<file path="src/rtl/seg7_scan_pkg.sv">
// Shared constants, state type and helpers for the multiplexed 4-digit
// seven-segment scan driver.
package seg7_scan_pkg;

  localparam int NUM_DIGITS = 4;
  localparam int SEG_W      = 7;
  localparam int DP_DIGIT   = 2;
  localparam int DIGIT_W    = $clog2(NUM_DIGITS);
  localparam int BUS_W      = NUM_DIGITS * SEG_W;

  localparam logic [SEG_W-1:0]      SEG_OFF = 7'b1111111;
  localparam logic [NUM_DIGITS-1:0] AN_OFF  = 4'b1111;

  typedef enum logic {
    BLANK,
    DRIVE
  } scan_state_t;

  // Active-low one-hot anode pattern for a digit index.
  function automatic logic [NUM_DIGITS-1:0] an_select(input logic [DIGIT_W-1:0] idx);
    return ~(NUM_DIGITS'(1) << idx);
  endfunction

endpackage

</file>
<file path="src/rtl/seg7_scan_driver_if.sv">
// Bus between the stopwatch display latch (master) and the scan driver
// (slave): parallel segment patterns and controls in, display pins out.
interface seg7_scan_driver_if;
  import seg7_scan_pkg::*;

  logic [BUS_W-1:0]      seg_bus;
  logic                  FLASH;
  logic                  DP_EN;
  logic [NUM_DIGITS-1:0] AN;
  logic [SEG_W-1:0]      SEG;
  logic                  DP;
  logic                  frame_done;

  modport master (
    output seg_bus, FLASH, DP_EN,
    input  AN, SEG, DP, frame_done
  );

  modport slave (
    input  seg_bus, FLASH, DP_EN,
    output AN, SEG, DP, frame_done
  );

endinterface

</file>
<file path="src/rtl/seg7_slot_timer.sv">
// Digit-slot prescaler: counts clk_in cycles within a slot, steps the digit
// index on every slot wrap and flags the last cycle of a slot and of a frame.
module seg7_slot_timer
  import seg7_scan_pkg::*;
#(
  parameter int REFRESH_DIV = 50000,
  localparam int CNT_W      = $clog2(REFRESH_DIV)
) (
  input  logic               clk_in,
  input  logic               RESET,
  output logic [CNT_W-1:0]   slot_cnt,
  output logic [DIGIT_W-1:0] digit_idx,
  output logic               slot_end,
  output logic               frame_end
);

  localparam logic [CNT_W-1:0]   CNT_MAX   = CNT_W'(REFRESH_DIV - 1);
  localparam logic [DIGIT_W-1:0] DIGIT_MAX = DIGIT_W'(NUM_DIGITS - 1);

  logic [CNT_W-1:0]   slot_cnt_q, slot_cnt_d;
  logic [DIGIT_W-1:0] digit_idx_q, digit_idx_d;

  always_comb begin
    slot_end    = (slot_cnt_q == CNT_MAX);
    frame_end   = slot_end && (digit_idx_q == DIGIT_MAX);
    slot_cnt_d  = slot_end ? '0 : slot_cnt_q + CNT_W'(1);
    digit_idx_d = digit_idx_q;
    if (slot_end) begin
      digit_idx_d = (digit_idx_q == DIGIT_MAX) ? '0 : digit_idx_q + DIGIT_W'(1);
    end
  end

  always_ff @(posedge clk_in or posedge RESET) begin
    if (RESET) begin
      slot_cnt_q  <= '0;
      digit_idx_q <= '0;
    end else begin
      slot_cnt_q  <= slot_cnt_d;
      digit_idx_q <= digit_idx_d;
    end
  end

  assign slot_cnt  = slot_cnt_q;
  assign digit_idx = digit_idx_q;

endmodule

</file>
<file path="src/rtl/seg7_scan_driver.sv">
// Time-multiplexed common-anode driver: frame-synchronous snapshot of the
// segment bus, per-slot blanking, whole-display blink and separator dot.
module seg7_scan_driver
  import seg7_scan_pkg::*;
#(
  parameter int REFRESH_DIV  = 50000,
  parameter int BLANK_CYCLES = 1000,
  parameter int BLINK_FRAMES = 64
) (
  input  logic               clk_in,
  input  logic               RESET,
  seg7_scan_driver_if.slave  bus
);

  localparam int CNT_W   = $clog2(REFRESH_DIV);
  localparam int BLINK_W = $clog2(2 * BLINK_FRAMES);

  localparam logic [CNT_W-1:0]   BLANK_LAST = CNT_W'((BLANK_CYCLES == 0) ? 0 : BLANK_CYCLES - 1);
  localparam logic [BLINK_W-1:0] BLINK_MAX  = BLINK_W'(2 * BLINK_FRAMES - 1);
  localparam logic [BLINK_W-1:0] BLINK_ON   = BLINK_W'(BLINK_FRAMES);
  // With no blank phase the slot starts straight in DRIVE.
  localparam scan_state_t RESET_STATE = (BLANK_CYCLES == 0) ? DRIVE : BLANK;

  logic [CNT_W-1:0]   slot_cnt;
  logic [DIGIT_W-1:0] digit_idx;
  logic               slot_end;
  logic               frame_end;

  seg7_slot_timer #(
    .REFRESH_DIV (REFRESH_DIV)
  ) u_slot_timer (
    .clk_in    (clk_in),
    .RESET     (RESET),
    .slot_cnt  (slot_cnt),
    .digit_idx (digit_idx),
    .slot_end  (slot_end),
    .frame_end (frame_end)
  );

  scan_state_t           state_q, state_d;
  logic [BUS_W-1:0]      shadow_q, shadow_d;
  logic [BLINK_W-1:0]    blink_q, blink_d;
  logic [NUM_DIGITS-1:0] an_q, an_d;
  logic [SEG_W-1:0]      seg_q, seg_d;
  logic                  dp_q, dp_d;
  logic                  frame_done_q, frame_done_d;
  logic                  dark;

  always_comb begin
    // state_q tracks the phase of the current slot counter value.
    state_d = state_q;
    case (state_q)
      BLANK: if (slot_cnt == BLANK_LAST) state_d = DRIVE;
      DRIVE: if (slot_end && (BLANK_CYCLES != 0)) state_d = BLANK;
    endcase

    dark = (state_q == BLANK) || (bus.FLASH && (blink_q >= BLINK_ON));
    an_d = AN_OFF;
    seg_d = SEG_OFF;
    dp_d = 1'b1;
    if (!dark) begin
      an_d  = an_select(digit_idx);
      seg_d = ~shadow_q[digit_idx*SEG_W +: SEG_W];
      dp_d  = ~(bus.DP_EN && (digit_idx == DIGIT_W'(DP_DIGIT)));
    end

    // Snapshot and blink step share the frame boundary; the display keeps
    // using the old values until the following cycle.
    shadow_d     = frame_end ? bus.seg_bus : shadow_q;
    frame_done_d = frame_end;
    blink_d      = blink_q;
    if (frame_end) begin
      blink_d = (blink_q == BLINK_MAX) ? '0 : blink_q + BLINK_W'(1);
    end
  end

  always_ff @(posedge clk_in or posedge RESET) begin
    if (RESET) begin
      state_q      <= BLANK;
      shadow_q     <= '0;
      blink_q      <= '0;
      an_q         <= AN_OFF;
      seg_q        <= SEG_OFF;
      dp_q         <= 1'b1;
      frame_done_q <= 1'b0;
      if (RESET_STATE == DRIVE) state_q <= DRIVE;
    end else begin
      state_q      <= state_d;
      shadow_q     <= shadow_d;
      blink_q      <= blink_d;
      an_q         <= an_d;
      seg_q        <= seg_d;
      dp_q         <= dp_d;
      frame_done_q <= frame_done_d;
    end
  end

  assign bus.AN         = an_q;
  assign bus.SEG        = seg_q;
  assign bus.DP         = dp_q;
  assign bus.frame_done = frame_done_q;

endmodule

</file>
<file path="src/flat_wrapper.sv">
// flat-port wrapper written by rule: the top's interface ports become plain ports
module seg7_scan_driver_flat import seg7_scan_pkg::*;
#(
  parameter int REFRESH_DIV  = 50000,
  parameter int BLANK_CYCLES = 1000,
  parameter int BLINK_FRAMES = 64
)
  (clk_in, RESET, bus_seg_bus, bus_FLASH, bus_DP_EN, bus_AN, bus_SEG, bus_DP, bus_frame_done);
  seg7_scan_driver_if bus_i ();
  input  logic clk_in;
  input  logic RESET;
  input wire logic [$bits(bus_i.seg_bus)-1:0] bus_seg_bus;
  input wire logic [$bits(bus_i.FLASH)-1:0] bus_FLASH;
  input wire logic [$bits(bus_i.DP_EN)-1:0] bus_DP_EN;
  output wire logic [$bits(bus_i.AN)-1:0] bus_AN;
  output wire logic [$bits(bus_i.SEG)-1:0] bus_SEG;
  output wire logic [$bits(bus_i.DP)-1:0] bus_DP;
  output wire logic [$bits(bus_i.frame_done)-1:0] bus_frame_done;
  assign bus_i.seg_bus = bus_seg_bus;
  assign bus_i.FLASH = bus_FLASH;
  assign bus_i.DP_EN = bus_DP_EN;
  assign bus_AN = bus_i.AN;
  assign bus_SEG = bus_i.SEG;
  assign bus_DP = bus_i.DP;
  assign bus_frame_done = bus_i.frame_done;
  seg7_scan_driver #(.REFRESH_DIV(REFRESH_DIV), .BLANK_CYCLES(BLANK_CYCLES), .BLINK_FRAMES(BLINK_FRAMES)) u_core (.clk_in(clk_in), .RESET(RESET), .bus(bus_i));
endmodule
</file>
<file path="config.mk">
export PLATFORM = sky130hd
export DESIGN_NAME = seg7_scan_driver_flat
export DESIGN_NICKNAME = d
export VERILOG_FILES = /design/src/rtl/seg7_scan_pkg.sv /design/src/rtl/seg7_scan_driver_if.sv /design/src/rtl/seg7_slot_timer.sv /design/src/rtl/seg7_scan_driver.sv /design/src/flat_wrapper.sv
export SDC_FILE = /design/constraint.sdc
export NUM_CORES = 1
export LEC_CHECK = 0
export BUFFER_PORTS_ARGS = -buffer_cell sky130_fd_sc_hd__buf_2
export CORE_UTILIZATION = 56
export CTS_BUF_LIST = sky130_fd_sc_hd__clkbuf_16
export DETAILED_ROUTE_END_ITERATION = 10
export PLACE_DENSITY = 0.81
export SLEW_MARGIN = 5
export SYNTH_ARGS = -nofsm -noshare
export SYNTH_HDL_FRONTEND = slang
export SYNTH_SLANG_ARGS = --single-unit
</file>
<file path="constraint.sdc">
create_clock -name clk_in -period 2.4 [get_ports clk_in]
set_clock_uncertainty 0.05 [all_clocks]
set_input_delay 0.12 -clock clk_in [delete_from_list [all_inputs] [get_ports clk_in]]
set_output_delay 0.12 -clock clk_in [all_outputs]
set_load 0.01 [all_outputs]
</file>
==> results.json <==
{
  "status": "finished, final reports clean",
  "clock_latency_ns": 0.32,
  "numCtsBuffers": 9,
  "postCtsSetupBuffers": 0,
  "power_density_nw_per_um2": 664,
  "ys_types": 38,
  "dieWidth_um": 74.7,
  "synth_edf_count": 0,
  "area_growth_pct": 31.5,
  "diodes": 0,
  "crit_family": "simple AND/OR/NAND/NOR gates",
  "fin_area_um2": 3900,
  "synth_ff_type": "dfrtp_1",
  "grt_pass1_wl_um": 10600,
  "totalWireLength_um": 6550,
  "worstHoldPathCells": 3,
  "hold_violations": 0,
  "slew_viol_final": 0,
  "max_slew.worst_pin.slew_ns": 0.540,
  "layout.cells.non_filler": 436,
  "cap_violations": 0,
  "worstSetupPathType": "flip-flop to flip-flop",
  "h-tree-depth": 3,
  "slowest_delay_ns": 0.36,
  "portBuffers": 44,
  "crit_path_cell_trace": "ha_1 -> and4bb_2 -> nand4_2 -> inv_2 -> buf_4 -> nand2_1 -> nand2_1",
  "fin_nets": 399,
  "yosys.area.top_type": "dfrtp_1",
  "required_ns": 2.61,
  "antenna_found_initial": 0,
  "layout_setup_ws_ns": 0.459,
  "leakage_nw": 1.74,
  "crit_buf_inv": 2,
  "period_share": 0.809,
  "clkTransAtPathRegs_ns": 0.05,
  "ys_warn_count": 0,
  "ant_nets": 0,
  "hold_class": "input port to flip-flop",
  "avgSynthCellArea_um2": 10.6,
  "ys_seq_area_frac": 0.571,
  "cp.depth": 7,
  "period_needed_ns": 1.94,
  "routedWlPerCell_um": 15.0,
  "drt_first_pass_iters": 4,
  "critPathLaunchType": "flip-flop",
  "crit_top_cell": "nand2_1",
  "pre_cts_ws_ns": 0.569,
  "rsz0062_at_grt": "no",
  "cp_max_fo": 30,
  "initial_core_util": 0.580,
  "grt_pass1_vias": 2325,
  "dpl_cell_area_um2": 3280,
  "syn-num-nets": 318,
  "drt-initial-drc-count": 123,
  "place.gp.congestion": 0.855,
  "avgViaCountPerCell": 5.33,
  "max-vdd-ir-drop_uv": 429,
  "overflow": 0,
  "arrival_ns": 2.15,
  "r2r_slack_ns": 0.46,
  "die_area_um2": 5590,
  "place_inst": 390,
  "ys_ff_latch": 67,
  "max_freq_ghz": 0.515,
  "rr_worst_depth": 7,
  "yosys-top-cells-area": "dfrtp_1 (46%), nand2_1 (14%), dfstp_2 (11%), mux4_2 (5.3%), ha_1 (2.5%)",
  "synthesis.area_um2": 2960,
  "cts_tree": "done",
  "synth_top_area_frac": 0.465,
  "vias": 2324,
  "setup_viol": 0,
  "critPathCaptureType": "flip-flop",
  "clock_path_buffers": 2,
  "hpwl_um": 3670,
  "power_mw": 2.59,
  "relSlewSlack": 0.637,
  "pin_count": 45,
  "fin_tns_setup_ns": 0,
  "die-height_um": 74.7,
  "track_usage": 0.262,
  "slowest_stage": "dfrtp_1",
  "clkSinkCount": 67,
  "cts-root-buf": "clkbuf_16",
  "fillers": 307,
  "synthCells": 280,
  "grt_max_degree": 68,
  "core.rowCount": 26,
  "drive_gt1_frac": 0.265,
  "coreArea_um2": 5110,
  "async_flop_share": 1.00,
  "drc": 0
}
## state kept, by name (all words and copies together) (netlist names)
name,cells
u_core.u_slot_timer.slot_cnt,16
u_core.blink_q,7
u_core.state_q,1
u_core.bus.frame_done,1
u_core.bus.DP,1
u_core.u_slot_timer.digit_idx,2
u_core.shadow_q,28
u_core.bus.AN,4
u_core.bus.SEG,7
## cells in the final DEF, fill, tap and decap left out, types with 2 or more instances in the layout
| cell type | count |
|---|---|
| o31ai_1 | 2 |
| a21oi_1 | 2 |
| clkbuf_16 | 9 |
| inv_2 | 2 |
| inv_1 | 4 |
| nand4_1 | 5 |
| xor2_1 | 7 |
| and4_1 | 3 |
| nor2_1 | 6 |
| mux4_2 | 7 |
| ha_1 | 6 |
| clkinv_2 | 2 |
| and3_1 | 3 |
| or3_1 | 4 |
| and2_1 | 2 |
| nor3b_1 | 2 |
| dfstp_2 | 12 |
| clkinvlp_4 | 3 |
| bufinv_16 | 2 |
| buf_4 | 5 |
| buf_2 | 44 |
| o21ai_1 | 2 |
| xnor2_1 | 7 |
| o21ai_0 | 5 |
| dfrtp_1 | 55 |
| nand2_1 | 111 |
| nand3_1 | 8 |
| and4bb_2 | 2 |
| dlygate4sd3_1 | 30 |
## report_power, final
part           total, mW  switching, mW  internal, mW
logic             0.0904         0.0369        0.0535
registers           1.13              0          1.13
clock network       1.36          0.460         0.903
total               2.59          0.497          2.09
## cell families (layout without fill, tap and decap cells)
logic type      count (synthesis)  in the layout  share of synthesized area
buf+inv                        16            102                     0.0245
mux                             8              8                     0.0570
compound gates                 14             14                     0.0283
xor+xnor                       14             14                     0.0414
flops                          67             67                      0.571
simple gates                  155            155                      0.253
fa+ha+maj                       6              6                     0.0253
## area by class of cell
type,instances,area [um2],share of cell area
tap,70,87.6,0.0225
sequential,67,1690,0.434
clock inverter,7,92.6,0.0238
multi-input combinational,197,1200,0.308
inverter,6,22.5,0.00578
timing repair buffer,80,578,0.148
clock buffer,9,225,0.0578
## final timing paths
check | startpoint | endpoint
setup / recovery | u_core.u_slot_timer.slot_cnt[0] | u_core.shadow_q[18]
hold / removal | bus_FLASH | u_core.bus.AN[2]
setup reg to reg | u_core.u_slot_timer.slot_cnt[0] | u_core.shadow_q[18]
hold reg to reg | u_core.u_slot_timer.slot_cnt[0] | u_core.u_slot_timer.slot_cnt[0]
max in group asynchronous | RESET | u_core.bus.SEG[5]
min in group asynchronous | RESET | u_core.blink_q[6]
## metrics by stage
step	hold slack, ns	utilization
floorplan	0.139	-
global route	0.160	0.763
finish	0.131	0.763
detailed placement	0.169	0.642
CTS	0.120	0.763
global placement	0.162	0.642
## layer usage
metal | share of wire | global-route usage | routed length, um | vias up
met5 | 0 | 0 | 0 | -
met4 | 0.026 | 0.153 | 172 | 0
met3 | 0.042 | 0.0509 | 274 | 15
met2 | 0.50 | 0.433 | 3280 | 81
met1 | 0.43 | 0.323 | 2820 | 1135
li1 | - | - | - | 1093
## worst min-delay path, delay by kind of cell
family	cells	cell delay [ns]
AOI/OAI and AO/OA	1	0.18
and+or+nand+nor	1	0.10
buffers and inverters	1	0.07
## synthesized netlist by cell type (3+ instances only)
master	n
xnor2_1	7
clkbuf_1	5
nand3_1	8
nand4_1	5
nor2_1	6
and4_1	3
inv_1	5
o21ai_0	5
dfrtp_1	55
mux4_2	7
nand2_1	111
buf_2	4
or3_1	4
ha_1	6
xor2_1	7
and3_1	3
dfstp_2	12
## what timing repair did
action,in CTS,in global routing
hold buffers,30,0
gates resized for setup,0,0
endpoints found under the hold margin,84,0
endpoints found under the setup margin,0,0
Note: power is estimated with default switching activity, not from simulation.
